==> src/rtl/prbs_pkg.sv <==
// Shared PRBS definitions used by the generator and by the downstream monitor.
// Holds the default polynomial, the seed, the FSM state type and a saturating-counter helper.
package prbs_pkg;

  localparam int         PRBS_WIDTH = 8;
  localparam logic [7:0] PRBS_TAPS  = 8'hB8;
  localparam logic [7:0] PRBS_SEED  = 8'h00;

  typedef enum logic [1:0] {
    IDLE,
    RUN,
    RECOVER
  } prbs_state_e;

  function automatic logic [7:0] sat_inc8(input logic [7:0] value);
    return (value == 8'hFF) ? value : value + 8'd1;
  endfunction

endpackage

==> src/rtl/prbs_generator_if.sv <==
// Control and data bundle between a PRBS generator and whoever drives it.
// The master drives control and seed; the slave (the generator) returns the word and status.
interface prbs_generator_if
  import prbs_pkg::*;
#(
  parameter int WIDTH = PRBS_WIDTH
);

  localparam int IDX_W = (WIDTH > 1) ? $clog2(WIDTH) : 1;

  logic             enable;
  logic             load;
  logic [WIDTH-1:0] seed;
  logic             inject_error;
  logic [IDX_W-1:0] inject_bit;
  logic [WIDTH-1:0] lfsr;
  logic             valid;
  logic             wrap;
  logic             lockup;
  logic [7:0]       err_count;

  modport master (
    output enable, load, seed, inject_error, inject_bit,
    input  lfsr, valid, wrap, lockup, err_count
  );

  modport slave (
    input  enable, load, seed, inject_error, inject_bit,
    output lfsr, valid, wrap, lockup, err_count
  );

endinterface

==> src/rtl/prbs_next_state.sv <==
// One Fibonacci LFSR step with XNOR feedback; all-ones is the lockup word.
// Purely combinational so the monitor's predictor can reuse it unchanged.
module prbs_next_state
  import prbs_pkg::*;
#(
  parameter int               WIDTH = PRBS_WIDTH,
  parameter logic [WIDTH-1:0] TAPS  = PRBS_TAPS
) (
  input  logic [WIDTH-1:0] state,
  output logic [WIDTH-1:0] next_state
);

  assign next_state = {state[WIDTH-2:0], ~^(state & TAPS)};

endmodule

==> src/rtl/prbs_generator.sv <==
// PRBS source with seed load, run/hold, output-only error injection, wrap pulse
// and automatic recovery from the all-ones lockup word.
module prbs_generator
  import prbs_pkg::*;
#(
  parameter int               WIDTH = PRBS_WIDTH,
  parameter logic [WIDTH-1:0] TAPS  = PRBS_TAPS,
  parameter logic [WIDTH-1:0] SEED  = PRBS_SEED
) (
  input  logic              clk,
  input  logic              rst,
  prbs_generator_if.slave   bus
);

  localparam logic [WIDTH-1:0] ALL_ONES = '1;
  localparam logic [WIDTH-1:0] ONE_HOT0 = {{(WIDTH-1){1'b0}}, 1'b1};

  prbs_state_e      fsm_q, fsm_d;
  logic [WIDTH-1:0] state_q, state_d;
  logic [WIDTH-1:0] start_q, start_d;
  logic [WIDTH-1:0] lfsr_q, lfsr_d;
  logic             valid_q, valid_d;
  logic             wrap_q, wrap_d;
  logic             lockup_q, lockup_d;
  logic [7:0]       err_q, err_d;
  logic [WIDTH-1:0] next_word;
  logic [WIDTH-1:0] inj_mask;
  logic             inj_ok;

  prbs_next_state #(
    .WIDTH (WIDTH),
    .TAPS  (TAPS)
  ) u_next (
    .state      (state_q),
    .next_state (next_word)
  );

  // Out-of-range bit indices are dropped rather than wrapped onto a valid bit.
  assign inj_ok   = bus.inject_error && (int'(bus.inject_bit) < WIDTH);
  assign inj_mask = inj_ok ? (ONE_HOT0 << bus.inject_bit) : '0;

  always_comb begin
    // NOTE: every signal driven here gets a default first, so no latch is inferred.
    fsm_d    = fsm_q;
    state_d  = state_q;
    start_d  = start_q;
    lfsr_d   = lfsr_q;
    valid_d  = 1'b0;
    wrap_d   = 1'b0;
    lockup_d = lockup_q;
    err_d    = err_q;

    if (bus.load) begin
      state_d  = bus.seed;
      start_d  = bus.seed;
      err_d    = '0;
      lockup_d = 1'b0;
    end else begin
      unique case (fsm_q)
        IDLE: begin
          if (bus.enable) fsm_d = RUN;
        end
        RUN: begin
          if (state_q == ALL_ONES) begin
            fsm_d    = RECOVER;
            state_d  = SEED;
            start_d  = SEED;
            lockup_d = 1'b1;
          end else if (bus.enable) begin
            state_d = next_word;
            lfsr_d  = next_word ^ inj_mask;
            valid_d = 1'b1;
            // Wrap looks at the clean word so injection can neither hide nor fake it.
            wrap_d  = (next_word == start_q);
            if (inj_ok) err_d = sat_inc8(err_q);
          end
        end
        RECOVER: begin
          fsm_d = RUN;
        end
        default: begin
          fsm_d = IDLE;
        end
      endcase
    end
  end

  always_ff @(posedge clk or posedge rst) begin
    if (rst) begin
      fsm_q    <= IDLE;
      state_q  <= SEED;
      start_q  <= SEED;
      lfsr_q   <= '0;
      valid_q  <= 1'b0;
      wrap_q   <= 1'b0;
      lockup_q <= 1'b0;
      err_q    <= '0;
    end else begin
      // NOTE: registered state is updated with non-blocking assignments only.
      fsm_q    <= fsm_d;
      state_q  <= state_d;
      start_q  <= start_d;
      lfsr_q   <= lfsr_d;
      valid_q  <= valid_d;
      wrap_q   <= wrap_d;
      lockup_q <= lockup_d;
      err_q    <= err_d;
    end
  end

  assign bus.lfsr      = lfsr_q;
  assign bus.valid     = valid_q;
  assign bus.wrap      = wrap_q;
  assign bus.lockup    = lockup_q;
  assign bus.err_count = err_q;

endmodule

==> src/flat_wrapper.sv <==
// flat-port wrapper written by rule: the top's interface ports become plain ports
module prbs_generator_flat import prbs_pkg::*;
#(
  parameter int               WIDTH = PRBS_WIDTH,
  parameter logic [WIDTH-1:0] TAPS  = PRBS_TAPS,
  parameter logic [WIDTH-1:0] SEED  = PRBS_SEED
)
  (clk, rst, bus_enable, bus_load, bus_seed, bus_inject_error, bus_inject_bit, bus_lfsr, bus_valid, bus_wrap, bus_lockup, bus_err_count);
  prbs_generator_if #(.WIDTH(WIDTH)) bus_i ();
  input  logic clk;
  input  logic rst;
  input wire logic [$bits(bus_i.enable)-1:0] bus_enable;
  input wire logic [$bits(bus_i.load)-1:0] bus_load;
  input wire logic [$bits(bus_i.seed)-1:0] bus_seed;
  input wire logic [$bits(bus_i.inject_error)-1:0] bus_inject_error;
  input wire logic [$bits(bus_i.inject_bit)-1:0] bus_inject_bit;
  output wire logic [$bits(bus_i.lfsr)-1:0] bus_lfsr;
  output wire logic [$bits(bus_i.valid)-1:0] bus_valid;
  output wire logic [$bits(bus_i.wrap)-1:0] bus_wrap;
  output wire logic [$bits(bus_i.lockup)-1:0] bus_lockup;
  output wire logic [$bits(bus_i.err_count)-1:0] bus_err_count;
  assign bus_i.enable = bus_enable;
  assign bus_i.load = bus_load;
  assign bus_i.seed = bus_seed;
  assign bus_i.inject_error = bus_inject_error;
  assign bus_i.inject_bit = bus_inject_bit;
  assign bus_lfsr = bus_i.lfsr;
  assign bus_valid = bus_i.valid;
  assign bus_wrap = bus_i.wrap;
  assign bus_lockup = bus_i.lockup;
  assign bus_err_count = bus_i.err_count;
  prbs_generator #(.WIDTH(WIDTH), .TAPS(TAPS), .SEED(SEED)) u_core (.clk(clk), .rst(rst), .bus(bus_i));
endmodule
==> config.mk <==
export PLATFORM = sky130hd
export DESIGN_NAME = prbs_generator_flat
export DESIGN_NICKNAME = d
export VERILOG_FILES = /design/src/rtl/prbs_pkg.sv /design/src/rtl/prbs_generator_if.sv /design/src/rtl/prbs_next_state.sv /design/src/rtl/prbs_generator.sv /design/src/flat_wrapper.sv
export SDC_FILE = /design/constraint.sdc
export NUM_CORES = 1
export LEC_CHECK = 0
export CORE_MARGIN = 5
export CORE_UTILIZATION = 46
export CTS_CLUSTER_DIAMETER = 200
export DETAILED_ROUTE_END_ITERATION = 12
export DONT_BUFFER_PORTS = 1
export PLACE_DENSITY_LB_ADDON = 0.05
export SETUP_SLACK_MARGIN = 0.1
export SLEW_MARGIN = 10
export SYNTH_ARGS = -nofsm -noshare
export SYNTH_HDL_FRONTEND = slang
export SYNTH_SLANG_ARGS = --single-unit
==> constraint.sdc <==
create_clock -name clk -period 2.3 [get_ports clk]
set_input_delay 0.69 -clock clk [delete_from_list [all_inputs] [get_ports clk]]
set_output_delay 0.69 -clock clk [all_outputs]
set_load 0.05 [all_outputs]
* Yosys cells after proc, flatten, opt, wreduce, memory -nomap -nowiden *
Index checks and enable logic that the tools add are counted.

storage, ports and cells
  flip-flop bits (word level) = 37
  input bits = 16
  output and inout port bits = 19
  logic and storage cells = 62

operators by class
  add/sub/neg operators = 1
  eq/ne operators = 9
  shifts and indexed selects = 1
  multiplexer cells = 28
  bitwise gates (word level) = 3
  reduce and logical (&&, ||, !) cells = 12

operators by type and width
  cell                   number
  $mux W8                14
  $eq A8 B8 Y1 const B   2
  $mux W1                11
  $add A8 B1 Y8 const B  1
  $eq A8 B8 Y1           1
  $reduce_bool A2 Y1     4
  $reduce_xnor A8 Y1     1
  $shl A1 B3 Y8 const A  1
  $xor A8 B8 Y8          1
  $ne A2 B2 Y1 const B   3
  $pmux W2 S3            1
  $reduce_and A5 Y1      1
  $mux W2                2
  $reduce_and A2 Y1      2
  $reduce_and A4 Y1      1
  $reduce_and A3 Y1      1
  $reduce_bool A3 Y1     1
  $eq A2 B1 Y1 const B   1
  $eq A2 B2 Y1 const B   1
  $logic_not A2 Y1       1
  $ne A2 B1 Y1 const B   1
  $not A1 Y1             2

* Longest topological paths before layout *
Gate-level depths: netlist of run 1.

  word-level depth = 7
  gate-level depth with buffers = 6

* Cells and area by module *
A second synthesis of run 1 with hierarchy kept.

unflattened totals
  cells, all modules = 188
  area, all modules = 1921.8 µm²

modules (own cells, without submodules)
  module           instances  cells an instance  area each (µm²)  seq. area each (µm²)
  prbs_generator   1          178                1843.0           925.9
  prbs_next_state  1          10                 78.8             0.0

* Worst setup path after synthesis of run 1 *
OpenSTA, ideal clock, no wires.

  path kind = register to register
  start point = reg u_core.err_q[0] (netlist: u_core.bus.err_count[0])
  end point = reg u_core.err_q[3] (netlist: u_core.bus.err_count[3])
  library setup time = 78 ps
  data arrival time = 1700 ps
  required time = 2222 ps
  setup slack = 522 ps
  stages on the path, launching flop included = 6
  buffers on the path = 0
  period minus slack after synthesis = 1778 ps
  path through = dfrtp_1 > ha_1 > nand4_1 > nor2_1 > or4_1 > a21oi_1

on the way
  word-level cells in the longest chain between the ends = 7
  elaborated cells between the ends (all ways) = 10
  classes of those cells = 1 x add/sub; 2 x eq/ne; 6 x mux; 1 x reduce/logical

ends and longest elaborated chain
  element                   line                   text
  start: declaration        prbs_generator.sv:25   logic [7:0] err_q, err_d;
  start signal: assignment  prbs_generator.sv:107  err_q <= err_d;
  $add A8 B1 Y8             prbs_pkg.sv:16         return (value == 8'hFF) ? value : value + 8'd1;
  $mux W8                   prbs_pkg.sv:16
  $mux W8                   prbs_generator.sv:75   if (inj_ok) err_d = sat_inc8(err_q);
  $mux W8                   prbs_generator.sv:69   end else if (bus.enable) begin
  $mux W8                   prbs_generator.sv:64   if (state_q == ALL_ONES) begin
  $mux W8                   prbs_generator.sv:59   unique case (fsm_q)
  $mux W8                   prbs_generator.sv:53   if (bus.load) begin

Parallel ways exist; a longest one is shown, timed or not. The select of a mux whose other input is x is not followed.
A chain may end at the register's enable or synchronous reset.

* Worst setup path after layout of run 1 *
  start point = reg u_core.state_q[4]
  end point = reg u_core.err_q[5] (netlist: u_core.bus.err_count[5])

on the way
  word-level cells in the longest chain between the ends = 3

ends and longest elaborated chain
  element                             line                   text
  start: declaration                  prbs_generator.sv:19   logic [WIDTH-1:0] state_q, state_d;
  start signal: assignment            prbs_generator.sv:101  state_q <= state_d;
  $eq A8 B8 Y1                        prbs_generator.sv:64
  $ne A2 B2 Y1 (no source line)       -
  $reduce_and A5 Y1 (no source line)  -

No other way between the ends.

==> results.tsv, run 1 <==
metric	value	unit
via count	1403	
top-area cell type share of the netlist area	49.4	%
worst slew pin tran	0.630	ns
crit share post-route	78.8	%
# resized after CTS	0	
largest net degree at the start of global routing	27	
Syn Std Cell Area	1870	sq um
status	completed	
Num CTS Buffers	5	
# setup viols final	0	
Die Footprint	5450	sq um
Leak Pwr	0.000879	uW
Final Cell Area	2050	sq um
area leader, netlist	dfrtp_1	
clk buf depth	2	
most frequent cells in the layout	dfrtp_1, nand2_1, inv_1, xnor2_1, o21ai_1	
final WL	4.22	mm
Hold WS	0.320	ns
vias in the first global route	1371	
Clock Latency Late Sink	0.29	ns
FF-to-FF setup slack	0.49	ns
Fin. Hold Viols	0	
clk slew on worst S/H paths	0.07	ns
gpl congestion	0.794	
Final min period	1.81	ns
diode count	0	
Die W	73.8	um
reg-to-reg endpoint	u_core.bus.err_count[5]$_DFFE_PP0P_	
hpwl dp	3.11	mm
crit path launch	u_core.state_q[4]$_DFFE_PP0P_	
post-CTS setup buffers	0	
Worst VDD drop	495	uV
Area Growth Syn to Fin	9.61	%
Critical Path Source Type	flop	
CP max stage delay	0.55	ns
fin. max-slew vios	0	
total of max-cap violations	0	
CP Data Required Time	2.51	ns
drt drc	0	
crit path cell chain	ha_1 > nand4_2 > o21ai_2 > or4_1 > a21oi_1	
CTS tree	done	
worst min-delay path class	input port to asynchronous set/reset pin	
Slowest-stage cell, CP	or4_1	
highest clock rate	551	MHz
CTS sink cnt	37	
R2R depth	5	
cells after synthesis	183	
initial antenna violation count	0	
global route overflow	0	
WL/cell	17.7	um
CTS Root Cell	clkbuf_8	
kind of end point of the critical path	flop	
syn nets	201	
Worst Path Arrival	2.02	ns
cts hold-fix bufs	0	
Yosys cell types	44	
cells taking the most area after synthesis	dfrtp_1, xnor2_1, a22o_1, nand2_1, xor2_1	
number of I/O port buffers	0	
core area	3970	sq um
first-pass GRT wire length	6.94	mm
starting density of the core	47.2	%
remaining antenna violation count	0	
Rows	23	
num ports	35	
H-tree levels	2	
DRT Pass-1 Iters	4	
Critical path destination	u_core.bus.err_count[5]$_DFFE_PP0P_	
Synth Flop Type	dfrtp_1	
post-synthesis sequential area ratio	49.4	%
commonest non-fill, non-tap cell in the layout	dfrtp_1	
final net count	206	
RR Startpoint	u_core.state_q[4]$_DFFE_PP0P_	
Initial DRC Count	155	
relative slew slack	58.0	%
fraction of registers with async set/reset	100	%
Avg Inst Size Synth	10.2	sq um
Final Total Pwr	1930	uW
pwr/cell area	937	nW/um^2
worst-path maximum fanout	15	
Tot GR Track Use	16.7	%
EDFF count, synth	0	
final clock skew	0.00663	ns
die span in y	73.8	um
yosys warns	0	
RSZ-0062 raised after global routing	no	
FF+latch count, synth	37	
Placed Area	1950	sq um
layout cells sized above 1	8.99	%
setup_tns	0	ns
critical path type	flop to flop	
Via density	5.87	
[sequential cells by signal, summed over array words and instances (netlist names)]
name                  count
u_core.start_q            8
u_core.bus.err_count      8
u_core.bus.valid          1
u_core.fsm_q              2
u_core.bus.wrap           1
u_core.bus.lockup         1
u_core.state_q            8
u_core.bus.lfsr           8
[Yosys cell counts (2+ instances only)]
cell	number
dfrtp_1	37
nand2_1	15
inv_1	12
xnor2_1	12
o21ai_1	9
a21oi_1	8
a22o_1	8
a211oi_1	6
nor2_1	6
o22ai_1	6
xor2_1	6
nand4_1	4
nor3_1	4
buf_2	3
nand3_1	3
o21ai_0	3
o41ai_1	3
or3_1	3
or4_1	3
a21o_1	2
and3_1	2
clkbuf_1	2
ha_1	2
nand4b_1	2
nor3b_1	2
o31ai_1	2
[layout make-up]
cell class	instances	area [sq um]
inverters	12	45.0
multi-input cells	127	870
repair buffers	5	50.0
fillers	365	1920
flip-flops and latches	37	926
clock buffers	7	96.3
well taps	50	62.6
clock inverters	1	5.00
[critical path: cells and delay by family (launching register included)]
family	cells	cell delay, ns
simple gates	2	0.71
flops	1	0.43
compound gates	2	0.36
fa+ha+maj	1	0.22
[cell families after synthesis]
kind of cell | count (synthesis) | share of synthesized area (%)
DFF | 37 | 49.4
muxes | 2 | 1.13
xor gates and xnor gates | 18 | 8.41
and+or+nand+nor | 51 | 15.2
buffers and inverters | 19 | 4.21
adders and majority gates | 2 | 1.33
AOI/OAI and AO/OA | 54 | 20.4
[metal layers]
metal | global-route usage, % | vias up | share of wire [%]
li1 | - | 680 | -
met1 | 24.1 | 669 | 47
met2 | 23.2 | 49 | 44
met3 | 4.79 | 5 | 7.9
met4 | 7.04 | 0 | 1.3
met5 | 0 | - | 0
[stage by stage]
step	setup slack, ns	util [%]	std cells
after floorplan	0.522	-	183
after global placement	0.510	49.2	231
after detailed placement	0.453	49.2	231
after CTS	0.495	51.7	239
after global routing	0.413	51.7	239
final	0.486	51.7	239
[report_power, final]
part	internal (uW)	switching (uW)
logic	140	162
registers	759	363
clock network	271	230
[worst min path at each step]
stage | startpoint | endpoint | slack [ns] | cells after the start
floorplan | u_core.start_q[0]$_DFFE_PP0P_ | u_core.start_q[0]$_DFFE_PP0P_ | 0.47 | 1
CTS | rst | u_core.bus.err_count[4]$_DFFE_PP0P_ | 0.33 | 1
global placement | u_core.start_q[0]$_DFFE_PP0P_ | u_core.start_q[0]$_DFFE_PP0P_ | 0.48 | 1
finish | rst | u_core.bus.err_count[3]$_DFFE_PP0P_ | 0.32 | 1
detailed placement | u_core.start_q[0]$_DFFE_PP0P_ | u_core.start_q[0]$_DFFE_PP0P_ | 0.49 | 1
global route | rst | u_core.bus.err_count[3]$_DFFE_PP0P_ | 0.37 | 1
Power figures use the tool's default switching activity.
==> inputs of run 2 (changes only) <==
clock period = 1.51 ns   (was 2.3 ns; I/O delays follow)
==> results.tsv, run 2 (same netlist as run 1, synthesis figures left out) <==
metric	value	unit	change
vias in the first global route	1619		+18%
Critical Path Source Type	flop		
Leak Pwr	0.00107	uW	+22%
power share of the combinational group	24.2	%	+8.5 points
crit share post-route	102	%	+23 points
num ports	35		unchanged
Final min period	1.54	ns	-0.276 ns
violated checks	negative setup slack		
Clk pwr share	23.4	%	-2.6 points
switching power	1300	uW	+72%
clk slew on worst S/H paths	0.07	ns	about the same
Rows	23		unchanged
final worst slack	-0.0280	ns	-0.514 ns
hpwl dp	3.61	mm	+16%
fin. max-slew vios	0		unchanged
Initial DRC Count	78		-50%
worst min-delay path class	input port to asynchronous set/reset pin		
Num CTS Buffers	5		unchanged
worst-path maximum fanout	7		-8
relative slew slack	67.4	%	+9.5 points
Area Growth Syn to Fin	38.9	%	
first-pass GRT wire length	7.98	mm	+15%
layout cells sized above 1	42.0	%	+33 points
Via density	5.92		+0.90%
CTS tree	done		
starting density of the core	47.2	%	unchanged
final WL	5.14	mm	+22%
Tot GR Track Use	19.7	%	+3.0 points
Fin. Hold Viols	0		unchanged
register share of total power	52.4	%	-5.9 points
Worst Path Arrival	1.71	ns	-0.31 ns
core area	3970	sq um	unchanged
CP Data Required Time	1.68	ns	-0.83 ns
highest clock rate	650	MHz	+18%
kind of end point of the critical path	flop		
pwr/cell area	1260	nW/um^2	+34%
largest net degree at the start of global routing	23		-15%
drt drc	0		unchanged
number of I/O port buffers	0		unchanged
H-tree levels	2		unchanged
worst slew pin tran	0.488	ns	-0.142 ns
Die Footprint	5450	sq um	unchanged
DRT Pass-1 Iters	4		unchanged
via count	1623		+16%
total of max-cap violations	0		unchanged
# setup viols final	6		+6
critical path type	flop to flop		
final core occ	65.6	%	+14 points
most frequent cells in the layout	buf_4, dfrtp_1, nand2_1, inv_1, dfrtp_2		
remaining antenna violation count	0		unchanged
diode count	0		unchanged
final net count	241		+17%
clk buf depth	2		unchanged
Net Sw Frac	39.6	%	+0.40 points
gpl congestion	0.820		+3.3%
commonest non-fill, non-tap cell in the layout	buf_4		
RSZ-0062 raised after global routing	yes		
Die W	73.8	um	unchanged
CTS Root Cell	clkbuf_8		
die span in y	73.8	um	unchanged
initial antenna violation count	0		unchanged
Clock Latency Late Sink	0.29	ns	about the same
global route overflow	0		unchanged
Worst VDD drop	650	uV	+31%
CTS sink cnt	37		unchanged
Hold WS	0.0709	ns	-0.249 ns
status	finished with violations		
Int Power	1980	uW	+69%
final clock skew	0.00440	ns	-0.00223 ns
WL/cell	18.8	um	+6.2%
run 2: critical path, cell delays in order (launching register included):
cell and delay, ns:
dfrtp_1 0.40, and4b_1 0.32, o21ai_4 0.10, buf_4 0.15, o41ai_2 0.33, a21oi_1 0.11
run 2: timing repair:
item                       CTS  global route
buffers inserted             3             7
gates resized for setup     16            28
pin swaps                   10             9
setup endpoints to repair   29            46
gates cloned                 0             0
hold buffers                 0             0
run 2: cell type report:
cell class                 count  area [sq um]
timing repair buffer          40           338
sequential                    37           941
clock buffer                   7          96.3
clock inverter                 1          5.00
multi-input combinational    127          1120
fill                         318          1370
tap                           50          62.6
inverter                      12          45.0
run 2: per-stage QoR:
| stage | setup TNS [ns] | cells | total power [uW] | cell area, sq um | setup WS [ns] |
|---|---|---|---|---|---|
| 3_5_place_dp | -0.127 | 256 | 2360 | 2220 | -0.0464 |
| 4_1_cts | -0.00141 | 267 | 3200 | 2430 | -0.00141 |
| 2_1_floorplan | -0.0236 | 183 | 2130 | 1970 | -0.0157 |
| 3_3_place_gp | -0.00684 | 256 | 2320 | 2220 | -0.00684 |
| 6_report | -0.0809 | 274 | 3270 | 2600 | -0.0280 |
| 5_1_grt | -1.34 | 274 | 3420 | 2600 | -0.122 |
run 2: power by group through the flow:
stage / sequential [uW] / combinational [uW] / clock (uW)
global route: 1740 / 864 / 820
finish: 1710 / 791 / 767
CTS: 1700 / 717 / 785
floorplan: 1700 / 423 / 0
global placement: 1710 / 605 / 0
detailed placement: 1730 / 632 / 0
run 2: final timing paths:
check,cells past startpoint,slack (ns),startpoint,endpoint
min in group clk,1,0.21,bus_load,u_core.bus.err_count[4]$_DFFE_PP0P_
worst min register to register,1,0.50,u_core.start_q[0]$_DFFE_PP0P_,u_core.start_q[0]$_DFFE_PP0P_
worst max register to register,5,-0.03,u_core.fsm_q[1]$_DFFE_PP0P_,u_core.bus.err_count[5]$_DFFE_PP0P_
worst min-delay path,2,0.07,rst,u_core.bus.lfsr[2]$_DFFE_PP0P_
max in group asynchronous,2,1.15,rst,u_core.bus.err_count[2]$_DFFE_PP0P_
worst max-delay path,5,-0.03,u_core.fsm_q[1]$_DFFE_PP0P_,u_core.bus.err_count[5]$_DFFE_PP0P_
run 2: routing by layer:
metal  vias up  share of wire [%]  global-route usage (%)
met4         0                1.4                    6.64
met2        54                 50                    31.4
li1        757                  -                       -
met3         6                5.7                    5.20
met1       806                 43                    25.8
met5         -                  0                       0
